--- config.mk ---
export PLATFORM = sky130hd
export DESIGN_NAME = vga_sync_gen
export DESIGN_NICKNAME = d
export VERILOG_FILES = /design/src/rtl/vga_sync_gen.sv
export SDC_FILE = /design/constraint.sdc
export NUM_CORES = 1
export LEC_CHECK = 0
export ABC_AREA = 1
export CORE_MARGIN = 8
export CORE_UTILIZATION = 55
export CTS_BUF_LIST = sky130_fd_sc_hd__clkbuf_16
export CTS_CLUSTER_DIAMETER = 120
export DETAILED_ROUTE_END_ITERATION = 12
export HOLD_SLACK_MARGIN = 0.08
export PLACE_DENSITY_LB_ADDON = 0.25
export RECOVER_POWER = 50
export SETUP_SLACK_MARGIN = 0.05
export SYNTH_ARGS = -nofsm -noshare
export SYNTH_HDL_FRONTEND = slang
export SYNTH_SLANG_ARGS = --single-unit
--- constraint.sdc ---
create_clock -name clkIn -period 3.2 [get_ports clkIn]
set_clock_uncertainty 0.2 [all_clocks]
set_input_delay 0.64 -clock clkIn [delete_from_list [all_inputs] [get_ports clkIn]]
set_output_delay 0.64 -clock clkIn [all_outputs]
set_load 0.03 [all_outputs]
--- src/rtl/vga_sync_gen.sv ---
// VGA raster timing generator: pixel/line counters, per-axis phase FSMs,
// registered sync, video window, coordinates and line/frame markers.
module vga_sync_gen #(
   parameter int H_ACTIVE = 640,
   parameter int H_FP     = 16,
   parameter int H_SYNC   = 96,
   parameter int H_BP     = 48,
   parameter int V_ACTIVE = 480,
   parameter int V_FP     = 10,
   parameter int V_SYNC   = 2,
   parameter int V_BP     = 33,
   parameter int SYNC_POL = 0,
   parameter int CNT_W    = 10
) (
   input  logic             clkIn,
   input  logic             reset,
   input  logic             pixEn,
   output logic             hsync,
   output logic             vsync,
   output logic             video_on,
   output logic [CNT_W-1:0] pixel_x,
   output logic [CNT_W-1:0] pixel_y,
   output logic             line_end,
   output logic             frame_start
);

   localparam int H_TOTAL = H_ACTIVE + H_FP + H_SYNC + H_BP;
   localparam int V_TOTAL = V_ACTIVE + V_FP + V_SYNC + V_BP;

   localparam logic [CNT_W-1:0] H_LAST = CNT_W'(H_TOTAL - 1);
   localparam logic [CNT_W-1:0] V_LAST = CNT_W'(V_TOTAL - 1);

   localparam logic [CNT_W-1:0] H_FP_S = CNT_W'(H_ACTIVE);
   localparam logic [CNT_W-1:0] H_SY_S = CNT_W'(H_ACTIVE + H_FP);
   localparam logic [CNT_W-1:0] H_BP_S = CNT_W'(H_ACTIVE + H_FP + H_SYNC);

   localparam logic [CNT_W-1:0] V_FP_S = CNT_W'(V_ACTIVE);
   localparam logic [CNT_W-1:0] V_SY_S = CNT_W'(V_ACTIVE + V_FP);
   localparam logic [CNT_W-1:0] V_BP_S = CNT_W'(V_ACTIVE + V_FP + V_SYNC);

   localparam logic SYNC_ACT = (SYNC_POL != 0);

   typedef enum logic [1:0] {
      ACTIVE,
      FRONT,
      SYNC,
      BACK
   } phase_t;

   logic [CNT_W-1:0] hcnt;
   logic [CNT_W-1:0] vcnt;
   logic [CNT_W-1:0] hcnt_nxt;
   logic [CNT_W-1:0] vcnt_nxt;
   logic             hwrap;
   logic             vwrap;
   phase_t           hph;
   phase_t           hph_nxt;
   phase_t           vph;
   phase_t           vph_nxt;

   // Next counter values; vertical advances only on a horizontal wrap
   always_comb begin
      hwrap    = pixEn && (hcnt == H_LAST);
      vwrap    = hwrap && (vcnt == V_LAST);
      hcnt_nxt = hcnt;
      vcnt_nxt = vcnt;
      if (pixEn) begin
         if (hwrap) begin
            hcnt_nxt = '0;
         end else begin
            hcnt_nxt = hcnt + 1'b1;
         end
      end
      if (hwrap) begin
         if (vwrap) begin
            vcnt_nxt = '0;
         end else begin
            vcnt_nxt = vcnt + 1'b1;
         end
      end
   end

   always_comb begin
      hph_nxt = hph;
      if (pixEn) begin
         unique case (hph)
            ACTIVE: if (hcnt_nxt == H_FP_S) hph_nxt = FRONT;
            FRONT:  if (hcnt_nxt == H_SY_S) hph_nxt = SYNC;
            SYNC:   if (hcnt_nxt == H_BP_S) hph_nxt = BACK;
            BACK:   if (hcnt_nxt == '0)     hph_nxt = ACTIVE;
         endcase
      end
   end

   always_comb begin
      vph_nxt = vph;
      if (hwrap) begin
         unique case (vph)
            ACTIVE: if (vcnt_nxt == V_FP_S) vph_nxt = FRONT;
            FRONT:  if (vcnt_nxt == V_SY_S) vph_nxt = SYNC;
            SYNC:   if (vcnt_nxt == V_BP_S) vph_nxt = BACK;
            BACK:   if (vcnt_nxt == '0)     vph_nxt = ACTIVE;
         endcase
      end
   end

   always_ff @(posedge clkIn or posedge reset) begin
      if (reset) begin
         hcnt <= H_LAST;
         vcnt <= V_LAST;
         hph  <= BACK;
         vph  <= BACK;
      end else begin
         hcnt <= hcnt_nxt;
         vcnt <= vcnt_nxt;
         hph  <= hph_nxt;
         vph  <= vph_nxt;
      end
   end

   // Decode from next-state so outputs align with the new counters
   always_ff @(posedge clkIn or posedge reset) begin
      if (reset) begin
         hsync       <= ~SYNC_ACT;
         vsync       <= ~SYNC_ACT;
         video_on    <= 1'b0;
         line_end    <= 1'b0;
         frame_start <= 1'b0;
      end else begin
         hsync       <= (hph_nxt == SYNC) ? SYNC_ACT : ~SYNC_ACT;
         vsync       <= (vph_nxt == SYNC) ? SYNC_ACT : ~SYNC_ACT;
         video_on    <= (hph_nxt == ACTIVE) && (vph_nxt == ACTIVE);
         line_end    <= hwrap;
         frame_start <= vwrap;
      end
   end

   assign pixel_x = hcnt;
   assign pixel_y = vcnt;

endmodule

### Word-level counts from Yosys, hierarchy flattened

Cells that the tools add are included.

* memories: 0
* memory bits (writable): 0
* latch bits: 0
* bits in registers: 29
* memory bits (read-only): 0

* divide/modulo/power cells: 0
* equal/unequal tests: 16
* reduce and logical (&&, ||, !) cells: 9
* bitwise gates (word level): 0
* shift operators: 0
* mux-type cells: 18
* $lt $le $gt $ge: 0
* add/subtract/negate cells: 2
* multiply operators: 0

Operators by type and width (number)
* $eq A10 B10 Y1 const B: 5
* $mux W10: 4
* $eq A10 B9 Y1 const B: 3
* $add A10 B1 Y10 const B: 2
* $logic_not A10 Y1: 2
* $mux W2: 10
* $pmux W2 S4: 2
* $eq A2 B2 Y1 const B: 6
* $logic_not A2 Y1: 4
* $eq A2 B1 Y1 const B: 2
* $logic_and A1 B1 Y1: 3
* $mux W1: 2

### Depth between registers and ports, before layout

* depth in word-level cells: 11
* mapped depth: 18
* depth with buffers taken out: 17

### Worst setup path after synthesis

No wires, ideal clock.

* kind: flip-flop to flip-flop
* from: register hcnt[0] (netlist: pixel_x[0])
* to: register video_on
* clock period less this slack: 2480 ps
* setup time: 71 ps
* slack: 720 ps
* arrival: 2209 ps
* stages on the path, launching flop included: 19
* cell sequence: dfstp_2 > ha_1 > nand3_2 > nor2_4 > nand2_4 > buf_6 > nand2_4 > nand2_4 > nor2_4 > nand2_2 > nor2_1 > nand2_1 > nand2_1 > nand2_1 > nand2_1 > nand2_1 > nand2_1 > nand2_1 > nor2_1

RTL lines
* start, declared: line 50 `logic [CNT_W-1:0] hcnt;`
* start signal, assigned: line 114 `hcnt <= hcnt_nxt;`
* parallel branches: the longest is 3 deep, another holds $add A10 B1 Y10
* $mux W10 *: line 67 `if (pixEn) begin`
* net hcnt_nxt[0]: line 52 `logic [CNT_W-1:0] hcnt_nxt;`
* $eq A10 B10 Y1, or another cell as far along: line 89 `SYNC: if (hcnt_nxt == H_BP_S) hph_nxt = BACK;`
* $mux W2, on equally long branches
* $pmux W2 S4 *: line 86 `unique case (hph)`
* $mux W2 *: line 85 `if (pixEn) begin`
* $logic_not A2 Y1 *: line 132 `video_on <= (hph_nxt == ACTIVE) && (vph_nxt == ACTIVE);`
* $logic_and A1 B1 Y1 *: line 132
* end signal, assigned: line 132
* end, declared: line 20 `output logic video_on,`

Mark *: on every way through the listed nets, which the timed path passes.

### Final worst setup path

* from: input pixEn
* to: register video_on

* cells in the longest elaborated chain, start to end: 10

RTL lines
* start, declared: line 17 `input logic pixEn,`
* $logic_and A1 B1 Y1: line 63 `hwrap = pixEn && (hcnt == H_LAST);`
* $logic_and A1 B1 Y1: line 64 `vwrap = hwrap && (vcnt == V_LAST);`
* $mux W10: line 75 `if (vwrap) begin`
* $mux W10: line 74 `if (hwrap) begin`
* $eq A10 B9 Y1, or another cell as far along: line 101 `SYNC: if (vcnt_nxt == V_BP_S) vph_nxt = BACK;`
* $mux W2, on equally long branches
* $pmux W2 S4: line 98 `unique case (vph)`
* $mux W2: line 97 `if (hwrap) begin`
* $logic_not A2 Y1: line 132
* $logic_and A1 B1 Y1 *: line 132

Every way passes the cells marked *; elsewhere a longest branch is shown, timed or not.

==> results.ini <==
[place]
place_hpwl_um = 3334
placed_cells = 371
routabilityCongestion = 0.8919
io_buffers = 27

[routing]
drt_first_pass_iters = 4
drt_iter0_markers = 170
vias = 1873
via_per_inst = 4.942
wl_um = 4482
ant_nets = 0
drc = 0
post_drt_wl_per_cell_um = 11.83

[logic_synthesis]
synth_adder_area_share = 0.01860
avgSynthCellArea_sq_um = 6.772
ys_seq_area_frac = 0.3695
synth_edf_count = 0
synthCells = 298
synth.mux.area_fraction = 0
synth-compound-area-share = 0.03844
synth-xor-area-share = 0.004340
async_reset_ff_frac = 1.000
synth_flop_cell = dfstp_2
yosysWarningCount = 0
synth_top_family_by_area = simple AND/OR/NAND/NOR gates
synthDistinctLibCells = 27
syn_area_sq_mm = 0.002018
synthSimpleGateAreaFrac = 0.4619
synthesis.nets = 304
yosys_register_bits = 29

[cells_and_area]
area_delta_synth_final_pct = 21.82
layout.cells.non_filler = 379
drive_gt1_frac = 0.1450
fill_cells = 310
nNetsFinal = 336
multiInputGateArea_sq_mm = 0.001056
diodes = 0
regArea_sq_um = 745.7

[cts]
clock_latency_ps = 270
cts_tree = yes
cts_resized = 0
cts-htree-levels = 2
holdBufCountCts = 0
post-cts-setup-buffers = 0
clkTransAtPathRegs_ps = 40
clock-sinks = 29
cts.path.max_buffers = 2
cts-root-buf = clkbuf_16
numCtsBuffers = 5

[timing]
fin_crit_sh = 0.9043
rsz0062_at_grt = no
worst_pin_slew_ps = 1527
clock.fmax_ghz = 0.3456
period_needed_ps = 2894
setup_tns_ps = 0
setup_viol = 0
hold_violations = 0
relSlewSlack = -0.01771
slew_violations = 30

[critical_path]
cp.required_ps = 3200
worst_path_most_repeated_cell = nand2_1
path_cells = dlygate4sd3_1 > nand2_1 > nor2_4 > nand2_4 > buf_4 > nor2_1 > nand2_1 > nand2_1 > nand2_1 > nor2_1 > nand3_1 > nand2_1 > nand2_1 > o21ai_2 > nand2_1 > nor2_1
cp_num_buf_inv = 2
path_delay_family = simple AND/OR/NAND/NOR gates
worst_setup_path_end_kind = register
start_kind = primary input
crit_path_top_delay_cell = dlygate4sd3_1
critical_path_class = in -> reg
crit_fanout = 13
max_stage_delay_ps = 660
crit_arrival_ps = 2890

[global_routing]
grt_pass1_wl_um = 7866
use_met1 = 0.2175
grt_max_degree = 30
grt_antenna_before_repair = 0
grt_usage = 0.1633
top_usage_layer = met2
grt-ovfl-total = 0
grt_pass1_vias = 1708
grtUsageMet3 = 0.06014
use_met2 = 0.2399

[hold_path]
hold_class = reg -> reg

[floorplan]
ios = 28
die_area_sq_mm = 0.005864
dieWidth_um = 76.58
initial_utilization = 0.5597
fp.dieH_um = 76.58
row_count = 22
core_area_sq_mm = 0.003606

[run]
cap_violations = 1

[run_status]
status = finished with violations
violations = capacitance limit, slew limit

[power_and_ir_drop]
p_total_mw = 1.488
leakagePower_nw = 1.190
vdd_drop_max_mv = 0.4683
p_per_area_mw_per_mm2 = 605.1

-- report_power, final --
group / internal [mW] / switching (mW)
clock: 0.280 / 0.155
combinational: 0.185 / 0.323
sequential: 0.456 / 0.0889
-- layout make-up --
type                    count  area share
multi-input cells         220      0.4295
flip-flops and latches     29      0.3033
repair buffers             31      0.1206
inverters                  43     0.06616
clock buffers               5     0.05089
well taps                  48     0.02443
clock inverters             3    0.005089
-- cell families (layout without fill, tap and decap cells) --
group,after synthesis,in the layout
buffers and inverters,49,82
flip-flops,29,29
adder cells (fa/ha/maj),3,3
AO/OA/AOI/OAI,13,13
XOR/XNOR,1,1
AND/OR/NAND/NOR,203,203
-- worst paths after layout --
check / startpoint / end / slack [ps] / cells past startpoint
max reg2reg: pixel_x[0]$_DFF_PP1_ / video_on$_DFF_PP0_ / 510 / 16
max: pixEn / video_on$_DFF_PP0_ / 310 / 16
min reg2reg: hph[1]$_DFF_PP1_ / hph[1]$_DFF_PP1_ / 320 / 2
min in group asynchronous: reset / pixel_x[7]$_DFF_PP0_ / 1120 / 3
max in group asynchronous: reset / frame_start$_DFF_PP0_ / 780 / 3
min: hph[1]$_DFF_PP1_ / hph[1]$_DFF_PP1_ / 320 / 2
-- per-layer routing --
metal	share of wire	vias to the layer above
met3	0.060	9
met5	0	-
met2	0.45	45
met1	0.47	823
met4	0.017	0
li1	-	996
-- state kept, by name, summed over array words and instances (netlist names) --
signal,cells
vph,2
video_on,1
hsync,1
hph,2
pixel_x,10
pixel_y,10
line_end,1
vsync,1
frame_start,1
-- metrics by stage --
stage	utilization	area (sq um)	hold slack (ps)	setup slack, ps
final	0.6818	2459	324.2	306.3
after global routing	0.6818	2459	374.4	84.09
after CTS	0.6829	2462	330.5	367.7
after detailed placement	0.6447	2325	323.8	156.8
after global placement	0.6447	2325	323.4	215.9
after floorplan	-	2018	297.9	720.2
-- cells in the mapped netlist, types with 2 or more instances --
library cell,n,share of area
o21ai_1,2,0.0050
o21bai_1,2,0.0074
nand3_1,31,0.077
ha_1,3,0.019
buf_6,3,0.017
nand2_1,99,0.18
nor2_1,37,0.069
o21ai_0,5,0.012
dfrtp_1,13,0.16
nor2_4,4,0.022
o21ai_2,2,0.0087
nand2_2,4,0.012
nor2_2,6,0.019
nor3_1,2,0.0050
a21oi_1,2,0.0050
dfstp_2,16,0.21
nand4_1,12,0.037
nand2_4,3,0.017
nand3_2,2,0.0099
inv_1,42,0.078
buf_4,2,0.0074
-- placed cells by master (no fill, tap or decap), types with 5 or more instances in the layout --
| cell | n |
|---|---|
| nand2_1 | 99 |
| inv_1 | 42 |
| nor2_1 | 37 |
| nand3_1 | 31 |
| clkdlybuf4s50_1 | 25 |
| dfstp_2 | 16 |
| dfrtp_1 | 13 |
| nand4_1 | 12 |
| nor2_2 | 6 |
| o21ai_0 | 5 |
| clkbuf_16 | 5 |
-- worst register-to-register path, delay by kind of cell (launching register included) --
family / cells / cell delay, ps
adders and majority gates: 1 / 240
and+or+nand+nor: 13 / 1250
buffers and inverters: 1 / 190
DFF: 1 / 560
AOI/OAI and AO/OA: 1 / 150
Power figures use the tool's default switching activity.
